File: config.mk
export PLATFORM = sky130hd
export DESIGN_NAME = alu_operand_stage
export DESIGN_NICKNAME = d
export VERILOG_FILES = /design/src/rtl/alu_operand_stage_pkg.sv /design/src/rtl/alu_operand_stage_fwd_mux.sv /design/src/rtl/alu_operand_stage.sv
export SDC_FILE = /design/constraint.sdc
export NUM_CORES = 1
export LEC_CHECK = 0
export CAP_MARGIN = 20
export CORE_AREA = 2 2 148 150
export DETAILED_ROUTE_END_ITERATION = 12
export DIE_AREA = 0 0 150 152
export PLACE_DENSITY = 0.9
export SLEW_MARGIN = 20
export SYNTH_ARGS = -nofsm -noshare
export SYNTH_HDL_FRONTEND = slang
export SYNTH_HIERARCHICAL = 1
export SYNTH_SLANG_ARGS = --single-unit
File: constraint.sdc
create_clock -name clk -period 6.8 [get_ports clk]
set_clock_uncertainty 0.2 [all_clocks]
set_input_delay 1.7 -clock clk [delete_from_list [all_inputs] [get_ports clk]]
set_output_delay 1.7 -clock clk [all_outputs]
set_load 0.02 [all_outputs]
File: src/rtl/alu_operand_stage_pkg.sv
// Shared opcode / function-code constants, the bubble encoding and the
// per-opcode source-usage table for the ID/EX operand stage.
package alu_operand_stage_pkg;

   typedef enum logic [6:0] {
      OPC_LOAD   = 7'b0000011,
      OPC_OP_IMM = 7'b0010011,
      OPC_AUIPC  = 7'b0010111,
      OPC_STORE  = 7'b0100011,
      OPC_OP     = 7'b0110011,
      OPC_LUI    = 7'b0110111,
      OPC_BRANCH = 7'b1100011,
      OPC_JALR   = 7'b1100111,
      OPC_JAL    = 7'b1101111
   } opcode_e;

   localparam logic [2:0] FNC_ADD_SUB = 3'b000;
   localparam logic [2:0] FNC_SR      = 3'b101;
   localparam logic       FNC2_ADD    = 1'b0;
   localparam logic       FNC2_SUB    = 1'b1;

   // All-zero opcode decodes as "unknown", so a bubble drives ADD with zero operands.
   localparam logic [6:0] OPC_BUBBLE  = 7'b0000000;

   typedef struct packed {
      logic rs1;
      logic rs2;
   } src_use_t;

   function automatic src_use_t src_use(input logic [6:0] opcode);
      src_use_t u;
      u = '{rs1: 1'b0, rs2: 1'b0};
      case (opcode)
         OPC_OP, OPC_BRANCH, OPC_STORE: u = '{rs1: 1'b1, rs2: 1'b1};
         OPC_OP_IMM, OPC_LOAD, OPC_JALR: u = '{rs1: 1'b1, rs2: 1'b0};
         default: u = '{rs1: 1'b0, rs2: 1'b0};
      endcase
      return u;
   endfunction

endpackage

File: src/rtl/alu_operand_stage_fwd_mux.sv
// Per-source operand forwarding: MEM (final results only) over WB over regfile.
// With ALU_OPERAND_FWD_EN undefined the mux collapses to the registered data.
module operand_fwd_mux #(
   parameter int XLEN   = 32,
   parameter int REG_AW = 5
) (
   input  logic [REG_AW-1:0] idx,
   input  logic [XLEN-1:0]   reg_data,
   input  logic              mem_rd_we,
   input  logic [REG_AW-1:0] mem_rd_addr,
   input  logic [XLEN-1:0]   mem_result,
   input  logic              mem_result_ok,
   input  logic              wb_rd_we,
   input  logic [REG_AW-1:0] wb_rd_addr,
   input  logic [XLEN-1:0]   wb_result,
   output logic [XLEN-1:0]   fwd_data
);

`ifdef ALU_OPERAND_FWD_EN
   always_comb begin
      if (idx == '0)
         fwd_data = '0;
      else if (mem_rd_we && mem_rd_addr == idx && mem_result_ok)
         fwd_data = mem_result;
      else if (wb_rd_we && wb_rd_addr == idx)
         fwd_data = wb_result;
      else
         fwd_data = reg_data;
   end
`else
   logic unused_fwd;
   assign unused_fwd = ^{mem_rd_we, mem_rd_addr, mem_result, mem_result_ok,
                         wb_rd_we, wb_rd_addr, wb_result};
   assign fwd_data   = (idx == '0) ? '0 : reg_data;
`endif

endmodule

File: src/rtl/alu_operand_stage.sv
// ID/EX stage feeding alu_module: handshake capture, load-use hazard, flush,
// operand/function select. Forwarding is enabled by ALU_OPERAND_FWD_EN.
module alu_operand_stage
   import alu_operand_stage_pkg::*;
#(
   parameter int XLEN   = 32,
   parameter int REG_AW = 5
) (
   input  logic              clk,
   input  logic              rst_n,
   input  logic              id_valid,
   output logic              id_ready,
   input  logic [XLEN-1:0]   id_pc,
   input  logic [6:0]        id_opcode,
   input  logic [2:0]        id_fnc3,
   input  logic              id_f7b5,
   input  logic [REG_AW-1:0] id_rs1_addr,
   input  logic [REG_AW-1:0] id_rs2_addr,
   input  logic [REG_AW-1:0] id_rd_addr,
   input  logic [XLEN-1:0]   id_rs1_data,
   input  logic [XLEN-1:0]   id_rs2_data,
   input  logic [XLEN-1:0]   id_imm,
   input  logic              mem_rd_we,
   input  logic [REG_AW-1:0] mem_rd_addr,
   input  logic [XLEN-1:0]   mem_result,
   input  logic              mem_result_ok,
   input  logic              wb_rd_we,
   input  logic [REG_AW-1:0] wb_rd_addr,
   input  logic [XLEN-1:0]   wb_result,
   input  logic              ex_stall,
   input  logic              flush,
   output logic              ex_valid,
   output logic [XLEN-1:0]   ex_in_A,
   output logic [XLEN-1:0]   ex_in_B,
   output logic [2:0]        ex_fnc3,
   output logic              ex_fnc2,
   output logic [REG_AW-1:0] ex_rd_addr,
   output logic              ex_rd_we,
   output logic [XLEN-1:0]   ex_pc,
   output logic [XLEN-1:0]   ex_rs2_fwd
);

   typedef struct packed {
      logic              valid;
      logic [XLEN-1:0]   pc;
      logic [6:0]        opcode;
      logic [2:0]        fnc3;
      logic              f7b5;
      logic [REG_AW-1:0] rs1_addr;
      logic [REG_AW-1:0] rs2_addr;
      logic [REG_AW-1:0] rd_addr;
      logic [XLEN-1:0]   rs1_data;
      logic [XLEN-1:0]   rs2_data;
      logic [XLEN-1:0]   imm;
   } stage_t;

   localparam stage_t BUBBLE = '{opcode: OPC_BUBBLE, default: '0};

   stage_t    q, d;
   src_use_t  use_q;
   logic      hazard, hold;
   logic      rd_we_raw;
   logic [XLEN-1:0] rs1_fwd, rs2_fwd;

   assign use_q = src_use(q.opcode);

`ifdef ALU_OPERAND_FWD_EN
   // Only an in-flight load (result not yet final) can stall; everything else forwards.
   assign hazard = q.valid && mem_rd_we && mem_rd_addr != '0 && !mem_result_ok &&
                   ((use_q.rs1 && mem_rd_addr == q.rs1_addr) ||
                    (use_q.rs2 && mem_rd_addr == q.rs2_addr));
`else
   logic mem_hit, wb_hit;
   assign mem_hit = mem_rd_we && mem_rd_addr != '0 &&
                    ((use_q.rs1 && mem_rd_addr == q.rs1_addr) ||
                     (use_q.rs2 && mem_rd_addr == q.rs2_addr));
   assign wb_hit  = wb_rd_we && wb_rd_addr != '0 &&
                    ((use_q.rs1 && wb_rd_addr == q.rs1_addr) ||
                     (use_q.rs2 && wb_rd_addr == q.rs2_addr));
   assign hazard  = q.valid && (mem_hit || wb_hit);
`endif

   assign hold     = ex_stall || hazard;
   assign id_ready = !hold || flush;

   always_comb begin
      d = q;
      if (flush)
         d = BUBBLE;
      else if (hold)
         d = q;
      else if (id_valid)
         d = '{valid: 1'b1, pc: id_pc, opcode: id_opcode, fnc3: id_fnc3,
               f7b5: id_f7b5, rs1_addr: id_rs1_addr, rs2_addr: id_rs2_addr,
               rd_addr: id_rd_addr, rs1_data: id_rs1_data,
               rs2_data: id_rs2_data, imm: id_imm};
      else
         d = BUBBLE;
   end

   // NOTE: sequential state uses non-blocking assignments so every register
   // samples pre-edge values regardless of process ordering.
   always_ff @(posedge clk or negedge rst_n) begin
      if (!rst_n)
         q <= BUBBLE;
      else
         q <= d;
   end

   operand_fwd_mux #(.XLEN(XLEN), .REG_AW(REG_AW)) u_fwd_rs1 (
      .idx(q.rs1_addr), .reg_data(q.rs1_data),
      .mem_rd_we(mem_rd_we), .mem_rd_addr(mem_rd_addr), .mem_result(mem_result),
      .mem_result_ok(mem_result_ok), .wb_rd_we(wb_rd_we), .wb_rd_addr(wb_rd_addr),
      .wb_result(wb_result), .fwd_data(rs1_fwd)
   );

   operand_fwd_mux #(.XLEN(XLEN), .REG_AW(REG_AW)) u_fwd_rs2 (
      .idx(q.rs2_addr), .reg_data(q.rs2_data),
      .mem_rd_we(mem_rd_we), .mem_rd_addr(mem_rd_addr), .mem_result(mem_result),
      .mem_result_ok(mem_result_ok), .wb_rd_we(wb_rd_we), .wb_rd_addr(wb_rd_addr),
      .wb_result(wb_result), .fwd_data(rs2_fwd)
   );

   // NOTE: every output of this block is defaulted first so no path infers a latch.
   always_comb begin
      ex_in_A   = '0;
      ex_in_B   = '0;
      ex_fnc3   = FNC_ADD_SUB;
      ex_fnc2   = FNC2_ADD;
      rd_we_raw = 1'b0;
      case (q.opcode)
         OPC_OP: begin
            ex_in_A = rs1_fwd;  ex_in_B = rs2_fwd;
            ex_fnc3 = q.fnc3;   ex_fnc2 = q.f7b5;
            rd_we_raw = 1'b1;
         end
         OPC_OP_IMM: begin
            ex_in_A = rs1_fwd;  ex_in_B = q.imm;
            ex_fnc3 = q.fnc3;   ex_fnc2 = (q.fnc3 == FNC_SR) ? q.f7b5 : FNC2_ADD;
            rd_we_raw = 1'b1;
         end
         OPC_LOAD, OPC_JALR: begin
            ex_in_A = rs1_fwd;  ex_in_B = q.imm;  rd_we_raw = 1'b1;
         end
         OPC_STORE: begin
            ex_in_A = rs1_fwd;  ex_in_B = q.imm;
         end
         OPC_LUI: begin
            ex_in_B = q.imm;    rd_we_raw = 1'b1;
         end
         OPC_AUIPC, OPC_JAL: begin
            ex_in_A = q.pc;     ex_in_B = q.imm;  rd_we_raw = 1'b1;
         end
         OPC_BRANCH: begin
            ex_in_A = q.pc;     ex_in_B = q.imm;
         end
         default: ;
      endcase
   end

   assign ex_valid   = q.valid && !hazard;
   assign ex_rd_we   = ex_valid && rd_we_raw && q.rd_addr != '0;
   assign ex_rd_addr = q.rd_addr;
   assign ex_pc      = q.pc;
   assign ex_rs2_fwd = rs2_fwd;

endmodule

; Yosys cells after proc, flatten, opt, wreduce, memory -nomap -nowiden
; Index checks and enable logic that the tools add are counted.
[totals]
regBits = 155
input_bits = 236
out_inout_bits = 140
word_cells = 69
[classes]
eq_ne = 15
mux = 12
reduce_logical = 31
[ops]
columns = op, count
row1 = $mux W155, 3
row2 = $pmux W32 S2, 2
row3 = $mux W32, 2
row4 = $eq A7 B6 Y1 const B, 3
row5 = $eq A7 B7 Y1 const B, 3
row6 = $eq A5 B5 Y1, 4
row7 = $reduce_bool A5 Y1, 3
row8 = $eq A7 B5 Y1 const B, 2
row9 = $logic_and A1 B1 Y1, 12
row10 = $logic_not A5 Y1, 2
row11 = $reduce_or A3 Y1, 3
row12 = $reduce_or A8 Y1, 1
row13 = $eq A7 B2 Y1 const B, 1
row14 = $reduce_or A7 Y1, 1
row15 = $logic_or A1 B1 Y1, 5
row16 = $reduce_or A5 Y1, 1
row17 = $pmux W2 S2, 1
row18 = $eq A3 B3 Y1 const B, 1
row19 = $mux W3, 1
row20 = $logic_not A1 Y1, 2
row21 = $mux W1, 2
row22 = $ne A2 B2 Y1 const B, 1
row23 = $pmux W1 S2, 1
row24 = $reduce_or A2 Y1, 1

; Longest topological paths before layout
; Gate-level depths: netlist of the first run.
[depth]
word_depth = 12
depth_mapped = 10

; By module
; Netlist of the first run, hierarchy kept.
[modules_own_cells]
columns = mod, instances, cells_per_inst, area_each_um2
row1 = alu_operand_stage, 1, 861, 8821.0
row2 = operand_fwd_mux, 2, 40, 321.6

; Least setup slack after synthesis of the first run
; OpenSTA, ideal clock, no wires.
[synth_path]
path_type = input port to output port
startpoint = input port mem_rd_addr[1]
endpoint = output port id_ready
arrival_ns = 3.112
required_time_ns = 4.900
slack_ns = 1.788
path_stages = 7
cell_sequence = or4_1 -> o21a_1 -> o2111ai_1 -> and3b_1 -> buf_6 -> buf_6 -> or2_1
[synth_via]
elab_chain_len = 9
elab_cells_between_ends = 13
cone_classes = eq/ne: 2 / reduce/logical: 11
[synth_rtl]
columns = item, line
row1 = from (decl), alu_operand_stage.sv:24  ; input logic [REG_AW-1:0] mem_rd_addr,
row2 = $eq A5 B5 Y1 (on tied branches), "alu_operand_stage.sv:75, alu_operand_stage.sv:76"
row3 = $logic_and A1 B1 Y1 (on tied branches), "alu_operand_stage.sv:75, alu_operand_stage.sv:76"
row4 = $logic_or A1 B1 Y1, alu_operand_stage.sv:75  ; ((use_q.rs1 && mem_rd_addr == q.rs1_addr) ||
row5 = $logic_and A1 B1 Y1 (*), alu_operand_stage.sv:74  ; assign mem_hit = mem_rd_we && mem_rd_addr != '0 &&
row6 = $logic_or A1 B1 Y1 (*), alu_operand_stage.sv:80  ; assign hazard = q.valid && (mem_hit || wb_hit);
row7 = $logic_and A1 B1 Y1 (*), alu_operand_stage.sv:80
row8 = $logic_or A1 B1 Y1 (*), alu_operand_stage.sv:83  ; assign hold = ex_stall || hazard;
row9 = $logic_not A1 Y1 (*), alu_operand_stage.sv:84  ; assign id_ready = !hold || flush;
row10 = $logic_or A1 B1 Y1 (*), alu_operand_stage.sv:84
row11 = to (decl), alu_operand_stage.sv:12  ; output logic id_ready,
; Every way passes the cells marked *; elsewhere a longest branch is shown, timed or not.

; Final worst setup path of the first run
[layout_path]
startpoint = input port wb_rd_addr[1]
endpoint = output port id_ready
[layout_via]
elab_chain_len = 9
elab_cells_between_ends = 13
cone_classes = eq/ne: 2 / reduce/logical: 11
[layout_rtl]
columns = item, line
row1 = from (decl), alu_operand_stage.sv:28  ; input logic [REG_AW-1:0] wb_rd_addr,
row2 = $eq A5 B5 Y1 (on tied branches), "alu_operand_stage.sv:78, alu_operand_stage.sv:79"
row3 = $logic_and A1 B1 Y1 (on tied branches), "alu_operand_stage.sv:78, alu_operand_stage.sv:79"
row4 = $logic_or A1 B1 Y1, alu_operand_stage.sv:78  ; ((use_q.rs1 && wb_rd_addr == q.rs1_addr) ||
row5 = $logic_and A1 B1 Y1 (*), alu_operand_stage.sv:77  ; assign wb_hit = wb_rd_we && wb_rd_addr != '0 &&
row6 = $logic_or A1 B1 Y1 (*), alu_operand_stage.sv:80
row7 = $logic_and A1 B1 Y1 (*), alu_operand_stage.sv:80
row8 = $logic_or A1 B1 Y1 (*), alu_operand_stage.sv:83
row9 = $logic_not A1 Y1 (*), alu_operand_stage.sv:84
row10 = $logic_or A1 B1 Y1 (*), alu_operand_stage.sv:84
; Marks and branches as above.

==> metrics list, run 1 <==
* Number of buffers inserted by hold repair at cts: 0
* Initial DRT Pass Iterations: 5
* Via count of the first global-routing pass: 8026
* Filler cell count: 1771
* Maximum Capacitance Violations: 0
* Pre-CTS WS: 0.882 ns
- For this run, asynchronously set or reset flops after synthesis account for 100%.
- Most common cell after layout, fill and taps aside: clkdlybuf4s50_1
* Final ANT Viol Nets: 0
- Final slew viol count: 0
- Post-CTS repair changed the size of 0 cells.
- Detailed Route WL: 26600 um
* Floorplan Core Area: 21400 um2
- Total power per unit cell area: 178 nW/um2
* Crit path max fanout: 3
- Power Internal: 1.66 mW
- For this design the static power due to leakage is 5.43 nW.
* Clock buffer depth: 2
* Number of clock buffers inserted by TritonCTS: 17
* Cell types with the largest area share after synthesis: dfrtp_1 (41%), mux2i_1 (16%), nand2b_1 (10%), nand2_1 (6.3%), a22o_1 (5.9%)
- Syn Nets: 1177
* Slew Limit Headroom: 25.1%
* Endpoint kind of the worst setup timing path: primary output
* Arrival time at the worst endpoint: 4.02 ns
- Worst path required time: 4.90 ns
- Net switching fraction of the power: 27.2%
- The area growth from synthesis to layout is 35.1%.
* Final setup violation count: 0
- The worst setup path is launched from a primary input.
- After clock tree synthesis, the clock-pin slew on the worst setup and hold paths is 0.06 ns.
- Summed over its instances, the top area cell type makes up 41.0% of the synthesized netlist area.
- For this run, the number of Yosys warnings is 6.
- Post-route DRC: 0
- Area of the die: 22800 um2
* Antenna violations before repair: 0
- Routability congestion estimate: 0.873
- In the final design database the tool counted 1406 nets.
- VDD IR-drop max: 150 uV
- Flop pwr share: 43.2%
* Chip Height: 152 um
- Synthesis produced a netlist whose cell count is 941.
* First DRT Iteration DRCs: 375
- In this run the clock root is driven by a clkbuf_16.
- Width of the die: 150 um
* Reg-to-reg critical path startpoint: q[118]
* Ports placed on the boundary: 376
- The final route contains 7815 vias.
- For this configuration, the core starts out at a cell density of 44.3%.
- Avg Synthesized Cell Area: 10.1 um2
* GRT Total Usage: 23.4%
- TritonCTS built the clock tree.
- The largest total area in the synthesized netlist belongs to dfrtp_1.
- Total design power: 2.28 mW
- Worst setup slack after layout: 0.879 ns
- At the pin with the least slew margin, the transition time is 1.12 ns.
- The share of total power dissipated in combinational logic is 15.8%.
- Setup repair after global routing left no endpoint under its margin.
- Library cell contributing the largest single delay on the critical path: clkdlybuf4s50_1
- The first global-routing pass estimated 42600 um of wire.
- Leaving out filler cells and counting taps, the final layout contains 1462.
- Per report_power, the clock group accounts for 40.9% of the total.
- Switching component of the power: 619 uW
- The synthesized design contains 155 register bits.
- Number of diodes added for antenna fixing: 0
- In the layout the commonest cells are clkdlybuf4s50_1 (308), nand2_1 (159), mux2i_1 (155), dfrtp_1 (155), nand2b_1 (154).
- Post CTS Setup Buffer Count: 0
* Share of the clock period used by the worst path after layout: 87.1%
- For the worst-skew pair, the clock arrives at the later sink with an insertion delay of 0.42 ns.
- After detailed routing, the number of vias per cell comes to 5.35.
- Most frequent cell on the critical path: clkdlybuf4s50_1
- The synthesized netlist contains 42 unique library cells.
* Largest net degree at the start of global routing: 93
- Portion of the post-synthesis area used by sequential elements: 41.0%
* Total of buffers placed on input and output ports: 310
* Layout cell share with drive strength beyond 1: 5.41%
- Final Critical Period: 5.92 ns
- Placed cell count: 1431
* Global route total overflow: 0
- CTS Sinks: 155
- The H-tree was split into 4 levels.
- The min-delay analysis places its worst path in the category reg -> reg.
- Hold_ws: 0.337 ns
- Number of buffers and inverters on the critical path: 2
- The setup path with the least slack is of type in -> out.
- After detailed routing, the average wire length per cell comes to 18.2 um.
- Summed over all nets, the half-perimeter wirelength after detailed placement is 18000 um.
* Status: complete, no violations
- Post-synthesis cell area: 9460 um2
- Num rows: 54
- In this run the most critical hold path is launched from q[32].
- Final number of hold-violating endpoints: 0
* Peak per-stage delay on the critical path: 0.62 ns
- Most frequently used flop master after synthesis: dfrtp_1
* Peak clock frequency supported by timing: 0.169 GHz
* Count of flip-flops with a built-in enable after synthesis: 0
- Fin Setup TNS: 0 ns
* Setup crit start: wb_rd_addr[1]
- Cells traversed along the worst timing path: clkdlybuf4s50_1, or4_1, o21a_1, o2111ai_1, and3b_4, or2_1, clkdlybuf4s50_1
- Family of cells with the greatest summed delay on the critical path: buffers and inverters
[power by group through the flow]
stage / logic (mW) / registers [mW] / clock network (mW)
after floorplan: 0.210 / 0.994 / 0
after global placement: 0.358 / 1.00 / 0
after detailed placement: 0.363 / 1.00 / 0
after CTS: 0.365 / 0.985 / 0.954
after global routing: 0.390 / 0.990 / 0.991
final: 0.361 / 0.986 / 0.933
[layout make-up]
class | instances | area, um2 | share of cell area, %
multi-input combinational | 668 | 4770 | 37.3
clock inverter | 14 | 141 | 1.11
timing repair buffer | 325 | 3210 | 25.1
sequential | 155 | 3880 | 30.3
tap | 280 | 350 | 2.74
clock buffer | 17 | 425 | 3.33
inverter | 3 | 11.3 | 0.0881
[cell usage after synthesis (all sizes together), types with 7 or more instances]
cell type,instances
a21boi,64
a22o,64
buf,68
clkbuf,47
dfrtp,155
mux2i,155
nand2,159
nand2b,154
nor2,7
xnor2,13
xor2,8
[metrics by stage]
| stage | utilization (%) | instance area [um2] |
|---|---|---|
| 2_1_floorplan | - | 9460 |
| 3_3_place_gp | 57.2 | 12200 |
| 3_5_place_dp | 57.2 | 12200 |
| 4_1_cts | 59.9 | 12800 |
| 5_1_grt | 59.9 | 12800 |
| 6_report | 59.9 | 12800 |
[worst reg2reg max path, cell delays in order (launching register included)]
cell	delay (ns)
dfrtp_1	0.47
nand3b_4	0.21
nand4bb_1	0.19
nor4_2	0.08
o2111ai_1	0.20
and3b_4	0.24
buf_4	0.62
buf_4	0.95
mux2i_1	0.36
[sequential cells by signal, indices dropped and copies added, names as in the netlist]
name,flops
q,118
ex_pc,32
ex_rd_addr,5
[cells by family after synthesis]
group | synth area share, %
multiplexers | 16.5
AND/OR/NAND/NOR | 19.3
AO/OA/AOI/OAI | 12.3
flip-flops | 41.0
buffers and inverters | 8.96
XOR/XNOR | 1.94
[worst paths after layout]
check	end	slack, ns	cells past startpoint
hold reg to reg	q[32]	0.34	2
setup / recovery	id_ready	0.88	7
max in group asynchronous	q[3]	4.26	2
min in group asynchronous	ex_pc[6]	0.91	1
setup reg to reg	ex_pc[4]	3.19	8
hold / removal	q[32]	0.34	2
[metal layers]
layer / global-route usage [%] / part of all wire [%] / up-vias
met5: 0 / 0 / -
met4: 8.18 / 2.6 / 0
met3: 6.34 / 7.7 / 51
met2: 39.6 / 49 / 293
met1: 28.4 / 41 / 3869
li1: - / - / 3602
Power figures use the tool's default switching activity.
==> run 2, diff against run 1 <==
- CAP_MARGIN: 20 -> not set
==> results of run 2 <==
Same layout as run 1: the final DEF is identical, and so are final timing and power.
==> run 3, diff against run 2 <==
- CORE_AREA: 2 2 148 150 -> not set
- CORE_UTILIZATION: not set -> 40
- DIE_AREA: 0 0 150 152 -> not set
- PLACE_DENSITY: 0.9 -> 0.86
- clock period: 6.8 -> 4.8 ns (I/O delays scaled with it)
==> metrics list, run 3 (synthesized netlist as in run 1, its figures left out) <==
- The flow ran to the end, and the final reports show no timing, DRC or antenna violations.
* Endpoint kind of the worst setup timing path: primary output
* First DRT Iteration DRCs: 297 (-21%)
- The final count of negative-setup-slack endpoints is 0 (unchanged).
- The row count was 55 (+1.9%).
- The worst endpoint data arrival time was 3.33 ns (-0.69 ns).
- Worst reg-to-reg path cell count: 8 (unchanged)
- TritonCTS clock tree: done
* Floorplan Core Area: 22900 um2 (+7.3%)
* Maximum Capacitance Violations: 0 (unchanged)
- Fin Setup TNS: 0 ns (unchanged)
* VDD IR-drop max: 177 uV (+19%)
* Share of the clock period used by the worst path after layout: 98.5%
- Worst path required time: 3.40 ns (-1.50 ns)
* Clk Tree Root Cell: clkbuf_16
- The top cell types in the final layout, fill and taps aside, are clkdlybuf4s50_1 (306), nand2_1 (159), mux2i_1 (155), dfrtp_1 (155), nand2b_1 (154).
- Routability congestion estimate: 0.859 (-1.6%)
- Average wire per standard cell: 17.6 um (-3.2%)
* Number of stages on the worst hold path: 2 (unchanged)
- The number of buffers inserted for hold repair after clock tree synthesis is 0 (unchanged).
- Post-layout util: 56.5% (-3.4 points)
- The power per cell area is 251 nW/um2 (+41%).
* Layout cell share with drive strength beyond 1: 6.21% (+0.79 points)
* Insertion delay of the later-clocked pin in the worst-skew pair: 0.42 ns (about the same)
* Number of diodes added for antenna fixing: 0 (unchanged)
* Via count of the first global-routing pass: 8040 (+0.17%)
- Final Critical Period: 4.73 ns
- The flip-flop count of the largest register after layout was 118 (unchanged).
* Area used by multi-input combinational logic: 4760 um2 (about the same)
* Classification of the worst setup path: in -> out
- The clock sink count was 155 (unchanged).
- The combined flip-flop and latch cell area came to 3880 um2 (unchanged).
- The number of filler instances in the final layout is 2001 (+13%).
* Final slew viol count: 0 (unchanged)
- Peak clock frequency supported by timing: 0.211 GHz
- Ports placed on the boundary: 376 (unchanged)
* Worst setup slack after layout: 0.0698 ns (-0.809 ns)
- The post-DP HPWL was 17700 um (-1.7%).
- The aggregate global-route resource usage is 22.0% (-1.3 points).
* Maximum level of the CTS H-tree: 4 (unchanged)
- Final #Nets: 1415 (+0.64%)
- The transition time at the pin with the least slew margin is 0.853 ns (-0.268 ns).
- The tightest min-delay check is of the reg -> reg type.
- The post-detailed-route DRC marker count came to 0 (unchanged).
- The starting density of the core was 41.3% (-3.0 points).
- Via density per instance: 5.15 (-3.7%)
- Largest net degree at the start of global routing: 156 (+68%)
- The maximum buffer depth of the clock tree is 2 (unchanged).
- The total routed wirelength was 26500 um (-0.38%).
* Post-synthesis to final-layout area growth: 36.8%
* Antenna violations before repair: 0 (unchanged)
- Crit path max fanout: 2 (-1)
- Global route total overflow: 0 (unchanged)
* Vias after detailed routing: 7748 (-0.86%)
- Chip Height: 156 um (+2.5%)
- Static Leak: 5.51 nW (+1.6%)
* Global-route wire length before repair: 42400 um (-0.45%)
- Clock slew at the register clock pins of the worst setup and hold paths: 0.06 ns (about the same)
- Pre-CTS WS: -0.0185 ns (-0.901 ns)
- The worst slew margin relative to its limit came to 43.1% (+18 points).
* Number of clock buffers inserted by TritonCTS: 17 (unchanged)
* Area of the die: 24300 um2 (+6.5%)
- Setup repair after global routing left no endpoint under its margin.
* Register ranked first by flip-flop count: q
* Post CTS Setup Buffer Count: 0 (unchanged)
* Placed cell count: 1473 (+2.9%)
* Kind of start point of the critical path: primary input
* Most common cell after layout, fill and taps aside: clkdlybuf4s50_1
- The number of buffers added on ports is 310 (unchanged).
- Width of the die: 156 um (+3.9%)
* Final ANT Viol Nets: 0 (unchanged)
* Final number of hold-violating endpoints: 0 (unchanged)
- The count of placed standard cells in the final layout, fillers left out came to 1505 (+2.9%).
* Initial DRT Pass Iterations: 4 (-1)
## run 3: cell types whose count changed in the layout (fill, tap and decap cells not counted), sizes merged
cell	delta
inv	+4
clkinv	-2
clkbuf	+2
clkinvlp	-2
clkdlybuf4s50	-2
dlygate4sd2	+1
buf	+9
bufinv	-1
dlymetal6s2s	+1
## run 3: per-layer routing
| layer | up-vias | GRT usage [%] | part of all wire [%] |
|---|---|---|---|
| met2 | 288 | 36.4 | 47 |
| met5 | - | 0 | 0 |
| li1 | 3628 | - | - |
| met1 | 3800 | 27.2 | 43 |
| met4 | 0 | 6.63 | 2.1 |
| met3 | 32 | 7.28 | 8.0 |
## run 3: timing repair
item,in CTS,in global routing
setup endpoints to repair,1,1
cloned,0,0
resized for setup,2,1
## run 3: path summary, 6_finish.rpt
| path | from | end | slack [ns] |
|---|---|---|---|
| min in group asynchronous | rst_n | q[64] | 0.66 |
| worst min-delay path | q[93] | q[93] | 0.33 |
| max in group asynchronous | rst_n | ex_pc[13] | 2.86 |
| worst max register to register | q[118] | ex_pc[24] | 1.50 |
| worst max-delay path | mem_rd_addr[1] | ex_valid | 0.07 |
| worst min register to register | q[93] | q[93] | 0.33 |
## run 3: layout make-up
class | count | area share [%]
Timing Repair Buffer | 334 | 25.7
Clock buffer | 19 | 3.50
Sequential cell | 155 | 30.0
Clock inverter | 13 | 0.947
Inverter | 3 | 0.0870
Tap cell | 313 | 3.03
Multi-Input combinational cell | 668 | 36.8
## run 3: where the power goes
part,switching [mW],internal [mW]
registers,0.0402,1.36
clock network,0.614,0.716
logic,0.243,0.275
total,0.896,2.35
## run 3: critical path, stage by stage
cell,delay (ns)
clkdlybuf4s50_1,0.41
or4_1,0.51
o21a_1,0.20
o21ai_0,0.09
nand2_1,0.11
a21oi_1,0.18
clkdlybuf4s50_1,0.64
## run 3: through the flow
stage,cell area (um2),hold WS [ns],power [mW]
final,12900,0.334,3.24
after global routing,12900,0.355,3.39
after floorplan,9460,0.308,1.71
after global placement,12400,0.322,1.93
after CTS,12900,0.340,3.29
after detailed placement,12400,0.325,1.94
